## config.mk

```make
export PLATFORM = sky130hd
export DESIGN_NAME = top_level
export DESIGN_NICKNAME = d
export VERILOG_FILES = /design/src/rtl/top_level_if.sv /design/src/rtl/top_level.sv
export SDC_FILE = /design/constraint.sdc
export NUM_CORES = 1
export LEC_CHECK = 0
export ABC_AREA = 1
export CORE_MARGIN = 2
export CORE_UTILIZATION = 40
export DETAILED_ROUTE_END_ITERATION = 8
export GPL_TIMING_DRIVEN = 0
export PLACE_DENSITY = 0.54
export SETUP_SLACK_MARGIN = 0.5
export SLEW_MARGIN = 20
export SYNTH_ARGS = -nofsm -noshare
export SYNTH_HDL_FRONTEND = slang
export SYNTH_SLANG_ARGS = --single-unit
```

## constraint.sdc

```tcl
create_clock -name clk -period 2.08 [get_ports clk]
set_input_delay 0.312 -clock clk [delete_from_list [all_inputs] [get_ports clk]]
set_output_delay 0.312 -clock clk [all_outputs]
set_load 0.05 [all_outputs]
```

## src/rtl/top_level_if.sv

```systemverilog
// rtl/top_level_if.sv - data-memory bus between the processor core and dm1
interface top_level_if #(
  parameter int AW = 8
) ();
  logic [AW-1:0] addr;
  logic [7:0]    wdata;
  logic          we;
  logic [7:0]    rdata;

  modport master (output addr, output wdata, output we, input rdata);
  modport slave  (input addr, input wdata, input we, output rdata);
endinterface

```

## src/rtl/top_level.sv

```systemverilog
// rtl/top_level.sv - single-cycle 8-bit processor with hardwired ROM and data memory dm1

// Data memory: combinational read, write on the rising edge when we is set.
// The contents are never reset so preloaded values survive a reset pulse.
module top_level_dm #(
  parameter int DM_DEPTH = 256,
  parameter int AW       = 8
) (
  input logic        clk,
  top_level_if.slave bus
);
  logic [7:0] core [DM_DEPTH];

  // Store port, only active while the core is executing STR
  always_ff @(posedge clk) begin
    if (bus.we) core[bus.addr] <= bus.wdata;
  end

  assign bus.rdata = core[bus.addr];
endmodule

module top_level #(
  parameter int DM_DEPTH = 256,
  parameter int PC_W     = 8
) (
  input  logic clk,
  input  logic reset,
  output logic done
);
  localparam int AW = (DM_DEPTH > 1) ? $clog2(DM_DEPTH) : 1;

  localparam logic [2:0] OP_LDR  = 3'b000;
  localparam logic [2:0] OP_STR  = 3'b001;
  localparam logic [2:0] OP_ADD  = 3'b010;
  localparam logic [2:0] OP_AND  = 3'b011;
  localparam logic [2:0] OP_XOR  = 3'b100;
  localparam logic [2:0] OP_LDI  = 3'b101;
  localparam logic [2:0] OP_NOP  = 3'b110;
  localparam logic [2:0] OP_HALT = 3'b111;

  // Program: core[2] = core[0] + core[1]; core[5] = core[3] & core[4]; halt.
  // Unused addresses hold HALT so a runaway PC parks itself.
  function automatic logic [8:0] rom(input logic [PC_W-1:0] a);
    case (32'(a))
      0:       rom = {OP_LDI, 3'd1, 3'd0};
      1:       rom = {OP_LDR, 3'd2, 3'd1};
      2:       rom = {OP_LDI, 3'd1, 3'd1};
      3:       rom = {OP_LDR, 3'd3, 3'd1};
      4:       rom = {OP_ADD, 3'd2, 3'd3};
      5:       rom = {OP_LDI, 3'd1, 3'd2};
      6:       rom = {OP_STR, 3'd2, 3'd1};
      7:       rom = {OP_LDI, 3'd1, 3'd3};
      8:       rom = {OP_LDR, 3'd2, 3'd1};
      9:       rom = {OP_LDI, 3'd1, 3'd4};
      10:      rom = {OP_LDR, 3'd3, 3'd1};
      11:      rom = {OP_AND, 3'd2, 3'd3};
      12:      rom = {OP_LDI, 3'd1, 3'd5};
      13:      rom = {OP_STR, 3'd2, 3'd1};
      default: rom = {OP_HALT, 3'd0, 3'd0};
    endcase
  endfunction

  logic [PC_W-1:0] pc_q, pc_d;
  logic [7:0]      rf_q [8];
  logic [8:0]      instr;
  logic [2:0]      opcode, rd, rs;
  logic [7:0]      rd_val, rs_val;
  logic            rf_we;
  logic [7:0]      rf_wdata;
  logic            mem_we;

  top_level_if #(.AW(AW)) dm_bus ();

  top_level_dm #(.DM_DEPTH(DM_DEPTH), .AW(AW)) dm1 (
    .clk (clk),
    .bus (dm_bus.slave)
  );

  assign instr  = rom(pc_q);
  assign opcode = instr[8:6];
  assign rd     = instr[5:3];
  assign rs     = instr[2:0];
  assign rd_val = rf_q[rd];
  assign rs_val = rf_q[rs];

  // Address wraps modulo the memory depth; writes are suppressed during reset
  // so an STR in flight when reset arrives is dropped.
  assign dm_bus.addr  = AW'(32'(rs_val) % DM_DEPTH);
  assign dm_bus.wdata = rd_val;
  assign dm_bus.we    = mem_we && !reset;

  assign done = (opcode == OP_HALT) && !reset;

  // Decode, ALU and next-PC selection for the instruction at pc_q
  always_comb begin
    rf_we    = 1'b0;
    rf_wdata = 8'h00;
    mem_we   = 1'b0;
    pc_d     = pc_q + 1'b1;
    case (opcode)
      OP_LDR:  begin rf_we = 1'b1; rf_wdata = dm_bus.rdata;        end
      OP_STR:  begin mem_we = 1'b1;                                end
      OP_ADD:  begin rf_we = 1'b1; rf_wdata = rd_val + rs_val;     end
      OP_AND:  begin rf_we = 1'b1; rf_wdata = rd_val & rs_val;     end
      OP_XOR:  begin rf_we = 1'b1; rf_wdata = rd_val ^ rs_val;     end
      OP_LDI:  begin rf_we = 1'b1; rf_wdata = {5'b00000, rs};      end
      OP_NOP:  begin                                               end
      default: begin pc_d = pc_q;                                  end
    endcase
  end

  // PC and register file update; reset clears both but leaves memory alone
  always_ff @(posedge clk) begin
    if (reset) begin
      pc_q <= '0;
      for (int i = 0; i < 8; i++) rf_q[i] <= 8'h00;
    end else begin
      pc_q <= pc_d;
      if (rf_we) rf_q[rd] <= rf_wdata;
    end
  end
endmodule

```

==> impl_metrics.env, run 1 <==
export IMPL_root_buffer="clkbuf_4"
export IMPL_initial_utilization=0.438
export IMPL_dr_first_iter_drc_count=12
export IMPL_grt_use_total=0.135
export IMPL_cts_tree="yes"
export IMPL_power_leakage_uw=0.000332
export IMPL_drc=0
export IMPL_multi_input_area_sq_um=307
export IMPL_numClockSinks=11
export IMPL_worstSetupStartpointType="flip-flop"
export IMPL_drt_wl_total_um=1030
export IMPL_fmax_mhz=663
export IMPL_crit_fanout=4
export IMPL_skew_ns=0.00169
export IMPL_p_int_uw=460
export IMPL_hold_violations=0
export IMPL_fin_nets=90
export IMPL_netSwitchingFraction=0.408
export IMPL_dp_hpwl_um=797
export IMPL_comb_power_share=0.419
export IMPL_rsz0062_at_grt="yes"
export IMPL_synth_distinct_cells=14
export IMPL_worstMarginPinSlew_ns=0.313
export IMPL_layout_min_cycle_time_ns=1.51
export IMPL_crit_arrival_ns=1.20
export IMPL_htree_levels=1
export IMPL_io_buffers=2
export IMPL_drtAntennaViolNets=0
export IMPL_pin_count=3
export IMPL_placementRows=13
export IMPL_hold_end="pc_q[6]"
export IMPL_finalCritPeriodShare=0.725
export IMPL_critical_path_class="flip-flop to primary output"
export IMPL_r2r_slack_ns=0.68
export IMPL_slew_headroom=0.791
export IMPL_synthTopCellsByArea="dfxtp_1, nand2_1, nor2_4"
export IMPL_syn_to_final_growth_pct=14.3
export IMPL_grt_max_degree=8
export IMPL_switching_power_uw=317
export IMPL_avgSynthCellArea_sq_um=7.39
export IMPL_design_core_area_sq_mm=0.00132
export IMPL_outcome="completed"
export IMPL_clk_latency_ns=0.26
export IMPL_die_w_um=42.0
export IMPL_final_setup_tns_ns=0
export IMPL_drv_slew=0
export IMPL_hold_path_class="input pin to flip-flop"
export IMPL_first_global_vias=416
export IMPL_n_antenna_cell=0
export IMPL_yosysSeqAreaShare=0.382
export IMPL_cp_end_kind="primary output"
export IMPL_antenna_found_initial=0
export IMPL_clock_path_buffers=2
export IMPL_ys_ff_latch=11
export IMPL_cts_made_buffers=3
export IMPL_syn_inst=78
export IMPL_synth_fp_nets=81
export IMPL_die_height_um=42.0
export IMPL_yosysWarnings=0
export IMPL_power_share_sequential=0.401
export IMPL_drv_cap=0
export IMPL_power_density_mw_per_mm2=1180
export IMPL_synth_area_sq_um=577
export IMPL_grt_overflow=0
export IMPL_worstHoldPathCells=2
export IMPL_r2r_cells=9
export IMPL_hold_ws_ns=0.420
export IMPL_gp_congestion=0.788
export IMPL_setup_violations=0
export IMPL_clkSlewWorstSetupHoldPaths_ns=0.06
export IMPL_post_route_cells_drive_above_1_share=0.244
export IMPL_first_pass_iters=4
export IMPL_r2r_start="pc_q[0]"
export IMPL_grt_pass1_wl_um=1770
export IMPL_register_area_sq_um=220
export IMPL_ir_drop_mv=0.578
export IMPL_die_area_sq_mm=0.00176
export IMPL_vias=488
export IMPL_fill_cells=136
export IMPL_wire_per_inst_um=10.2
export IMPL_viasPerCell=4.83
export IMPL_yosysTopAreaCellShare=0.382
export IMPL_required_ns=1.77
export IMPL_yosysTopAreaCell="dfxtp_1"
export IMPL_pwr_share_clk=0.181
export IMPL_hold_buffers=0
export IMPL_p_total_uw=777
export IMPL_min_delay_start="reset"
-- worst max-delay path: stages, from the launching register on --
cell     delay [ns]
dfxtp_1        0.33
nor2_4         0.14
nand2_1        0.10
nor2_4         0.12
nor2_1         0.04
buf_4          0.20
-- cell families after synthesis --
family,Yosys count,synth area share
compound gates,3,0.0260
xor+xnor,1,0.0152
fa+ha+maj,1,0.0217
buf+inv,14,0.0911
flops,11,0.382
simple gates,48,0.464
-- metal layers --
layer,part of all wire,GRT usage
met1,0.48,0.173
met2,0.45,0.200
met3,0.062,0.0647
met4,0.0097,0.0387
met5,0,0
-- worst max path at each step --
stage,start,endpoint,depth (start not counted)
finish,pc_q[6],done,5
global route,pc_q[6],done,5
CTS,reset,done,3
detailed placement,reset,done,3
global placement,reset,done,3
floorplan,flip-flop,done,4
-- layout by cell type (no fill, tap or decap), drive strengths merged --
cell type and instances:
dfxtp 11, a21oi 2, nand4 4, xnor2 1
clkbuf 4, buf 3, inv 14, o21ai 1
nand3 10, nand2 24, dlymetal6s2s 1, ha 1
nor2 10
-- power by group through the flow --
stage / registers, uW / logic [uW] / clock network, uW
2_1_floorplan: 305 / 261 / 0
3_5_place_dp: 316 / 316 / 0
5_1_grt: 319 / 365 / 164
4_1_cts: 311 / 324 / 149
6_report: 311 / 325 / 141
3_3_place_gp: 316 / 313 / 0
-- Yosys cell counts (all sizes together) --
master  instances
nand2          24
ha              1
nand4           4
nor2           10
nand3          10
inv            14
dfxtp          11
a21oi           2
xnor2           1
o21ai           1
-- per-stage QoR --
stage / std cells / cell area (sq um) / util / setup slack, ns
global route: 101 / 659 / 0.500 / 0.495
CTS: 100 / 647 / 0.491 / 0.522
detailed placement: 95 / 616 / 0.467 / -0.0722
finish: 101 / 659 / 0.500 / 0.572
global placement: 95 / 616 / 0.467 / -0.0615
floorplan: 78 / 577 / - / 0.539
-- area by class of cell --
| type | count | area share |
|---|---|---|
| multi-input combinational | 53 | 0.465 |
| sequential | 11 | 0.334 |
| inverter | 14 | 0.0797 |
| timing repair buffer | 4 | 0.0531 |
| clock buffer | 4 | 0.0398 |
| tap | 15 | 0.0285 |
-- timing repair --
action,in CTS,in global routing
resized for setup,6,2
endpoints found under the setup margin,1,2
buffers inserted,1,1
pin swaps,1,2
Note: power is estimated with default switching activity, not from simulation.
==> run 2, diff against run 1 <==
==> constraint.sdc (replaced) <==
create_clock -name clk -period 1.4 [get_ports clk]
set_input_delay 0.21 -clock clk [delete_from_list [all_inputs] [get_ports clk]]
set_output_delay 0.21 -clock clk [all_outputs]
set_load 0.05 [all_outputs]
==> run 2 against run 1 <==
- clock skew increased by 0.00074 ns
- sequential share of layout area fell by 4.4 points
- critical path depth is 4 higher
- non-clock buffer count grew 6
- final area increased by 22%
- wire length grew 22%
- largest power group unchanged
- highest routed layer unchanged
==> impl_metrics.env, run 2 (synthesis results as in run 1) <==
export IMPL_outcome="completed"
export IMPL_clkSlewWorstSetupHoldPaths_ns=0.07
export IMPL_cts_tree="yes"
export IMPL_drt_wl_total_um=1260
export IMPL_root_buffer="clkbuf_4"
export IMPL_placementRows=13
export IMPL_die_height_um=42.0
export IMPL_die_w_um=42.0
export IMPL_die_area_sq_mm=0.00176
export IMPL_final_util=0.609
export IMPL_vias=517
export IMPL_grtUsageMet3=0.0345
export IMPL_layout_min_cycle_time_ns=1.35
export IMPL_dr_first_iter_drc_count=8
export IMPL_critical_path_class="flip-flop to flip-flop"
export IMPL_top_usage_layer="met1"
export IMPL_drc=0
export IMPL_wire_per_inst_um=11.8
export IMPL_dp_hpwl_um=815
export IMPL_grt_overflow=0
export IMPL_power_density_mw_per_mm2=1770
export IMPL_worstMarginPinSlew_ns=0.369
export IMPL_hold_buffers=0
export IMPL_worstSetupStartpointType="flip-flop"
export IMPL_gp_congestion=0.795
export IMPL_drv_cap=0
export IMPL_pin_count=3
export IMPL_hold_violations=0
export IMPL_final_cell_mix="nand2_1, inv_1, dfxtp_2, nor2_4, buf_4"
export IMPL_antenna_found_initial=0
export IMPL_grt_use_met2=0.188
export IMPL_syn_to_final_growth_pct=39.0
export IMPL_fmax_mhz=743
export IMPL_post_route_cells_drive_above_1_share=0.478
export IMPL_crit_arrival_ns=1.51
export IMPL_setup_violations=0
export IMPL_first_pass_iters=4
export IMPL_htree_levels=1
export IMPL_ir_drop_mv=1.01
export IMPL_initial_utilization=0.438
export IMPL_required_ns=1.56
export IMPL_viasPerCell=4.83
export IMPL_io_buffers=2
export IMPL_rsz0062_at_grt="yes"
export IMPL_skew_ns=0.00243
export IMPL_clock_path_buffers=2
export IMPL_grt_use_total=0.149
export IMPL_crit_fanout=4
export IMPL_final_setup_tns_ns=0
export IMPL_numClockSinks=11
export IMPL_cp_end_kind="flip-flop"
export IMPL_cts_made_buffers=3
export IMPL_drtAntennaViolNets=0
export IMPL_hold_path_class="flip-flop to flip-flop"
export IMPL_grt_pass1_wl_um=1880
export IMPL_layout_commonest_cell="nand2_1"
export IMPL_grt_max_degree=8
export IMPL_clk_latency_ns=0.27
export IMPL_finalCritPeriodShare=0.961
export IMPL_slew_headroom=0.754
export IMPL_fin_nets=96
export IMPL_grtUsageMet1=0.199
export IMPL_drv_slew=0
export IMPL_first_global_vias=440
export IMPL_n_antenna_cell=0
export IMPL_design_core_area_sq_mm=0.00132
export IMPL_power_leakage_uw=0.000365
[run 2: critical path, cell delays in order (launching register included)]
cell     delay [ns]
dfxtp_2        0.34
nor2_4         0.12
buf_4          0.14
nand3_4        0.11
nand2_4        0.11
nand2_4        0.06
nor2_4         0.14
nand3_2        0.08
nand3_1        0.07
nand2_1        0.06
[run 2: layout make-up]
type,instances,area (sq um)
clock buffers,4,26.3
fillers,118,515
inverters,14,52.6
repair buffers,10,87.6
well taps,15,18.8
multi-input cells,53,384
flip-flops and latches,11,233
[run 2: worst paths after layout]
kind / start / endpoint / slack [ns] / cells past startpoint
max reg2reg: pc_q[7] / flip-flop / 0.05 / 9
max: pc_q[7] / flip-flop / 0.05 / 9
min: pc_q[5] / pc_q[5] / 0.44 / 2
min reg2reg: pc_q[5] / pc_q[5] / 0.44 / 2
[run 2: power breakdown]
group | switching (uW) | internal [uW]
registers | 77.0 | 409
clock network | 108 | 110
logic | 410 | 303
[run 2: routing by layer]
metal	part of all wire	vias to the layer above	wire length, um
li1	-	273	-
met1	0.48	232	612
met2	0.48	10	603
met3	0.029	2	37
met4	0.0087	0	11
met5	0	-	0
[run 2: stage by stage]
stage / power [uW] / hold slack, ns / cells / setup WS (ns) / cell area [sq um]
global route: 1530 / 0.464 / 107 / -0.0139 / 802
global placement: 963 / 0.434 / 95 / -0.572 / 638
detailed placement: 963 / 0.433 / 95 / -0.592 / 638
floorplan: 863 / 0.272 / 78 / 0.228 / 599
finish: 1420 / 0.443 / 107 / 0.0546 / 802
CTS: 1260 / 0.446 / 105 / 0.0530 / 727
[run 2: timing repair]
action                     in CTS  in global routing
gates cloned                    0                  0
setup buffers                   6                  2
pin swaps                       5                  5
resized for setup              15                 12
setup endpoints to repair       9                  9
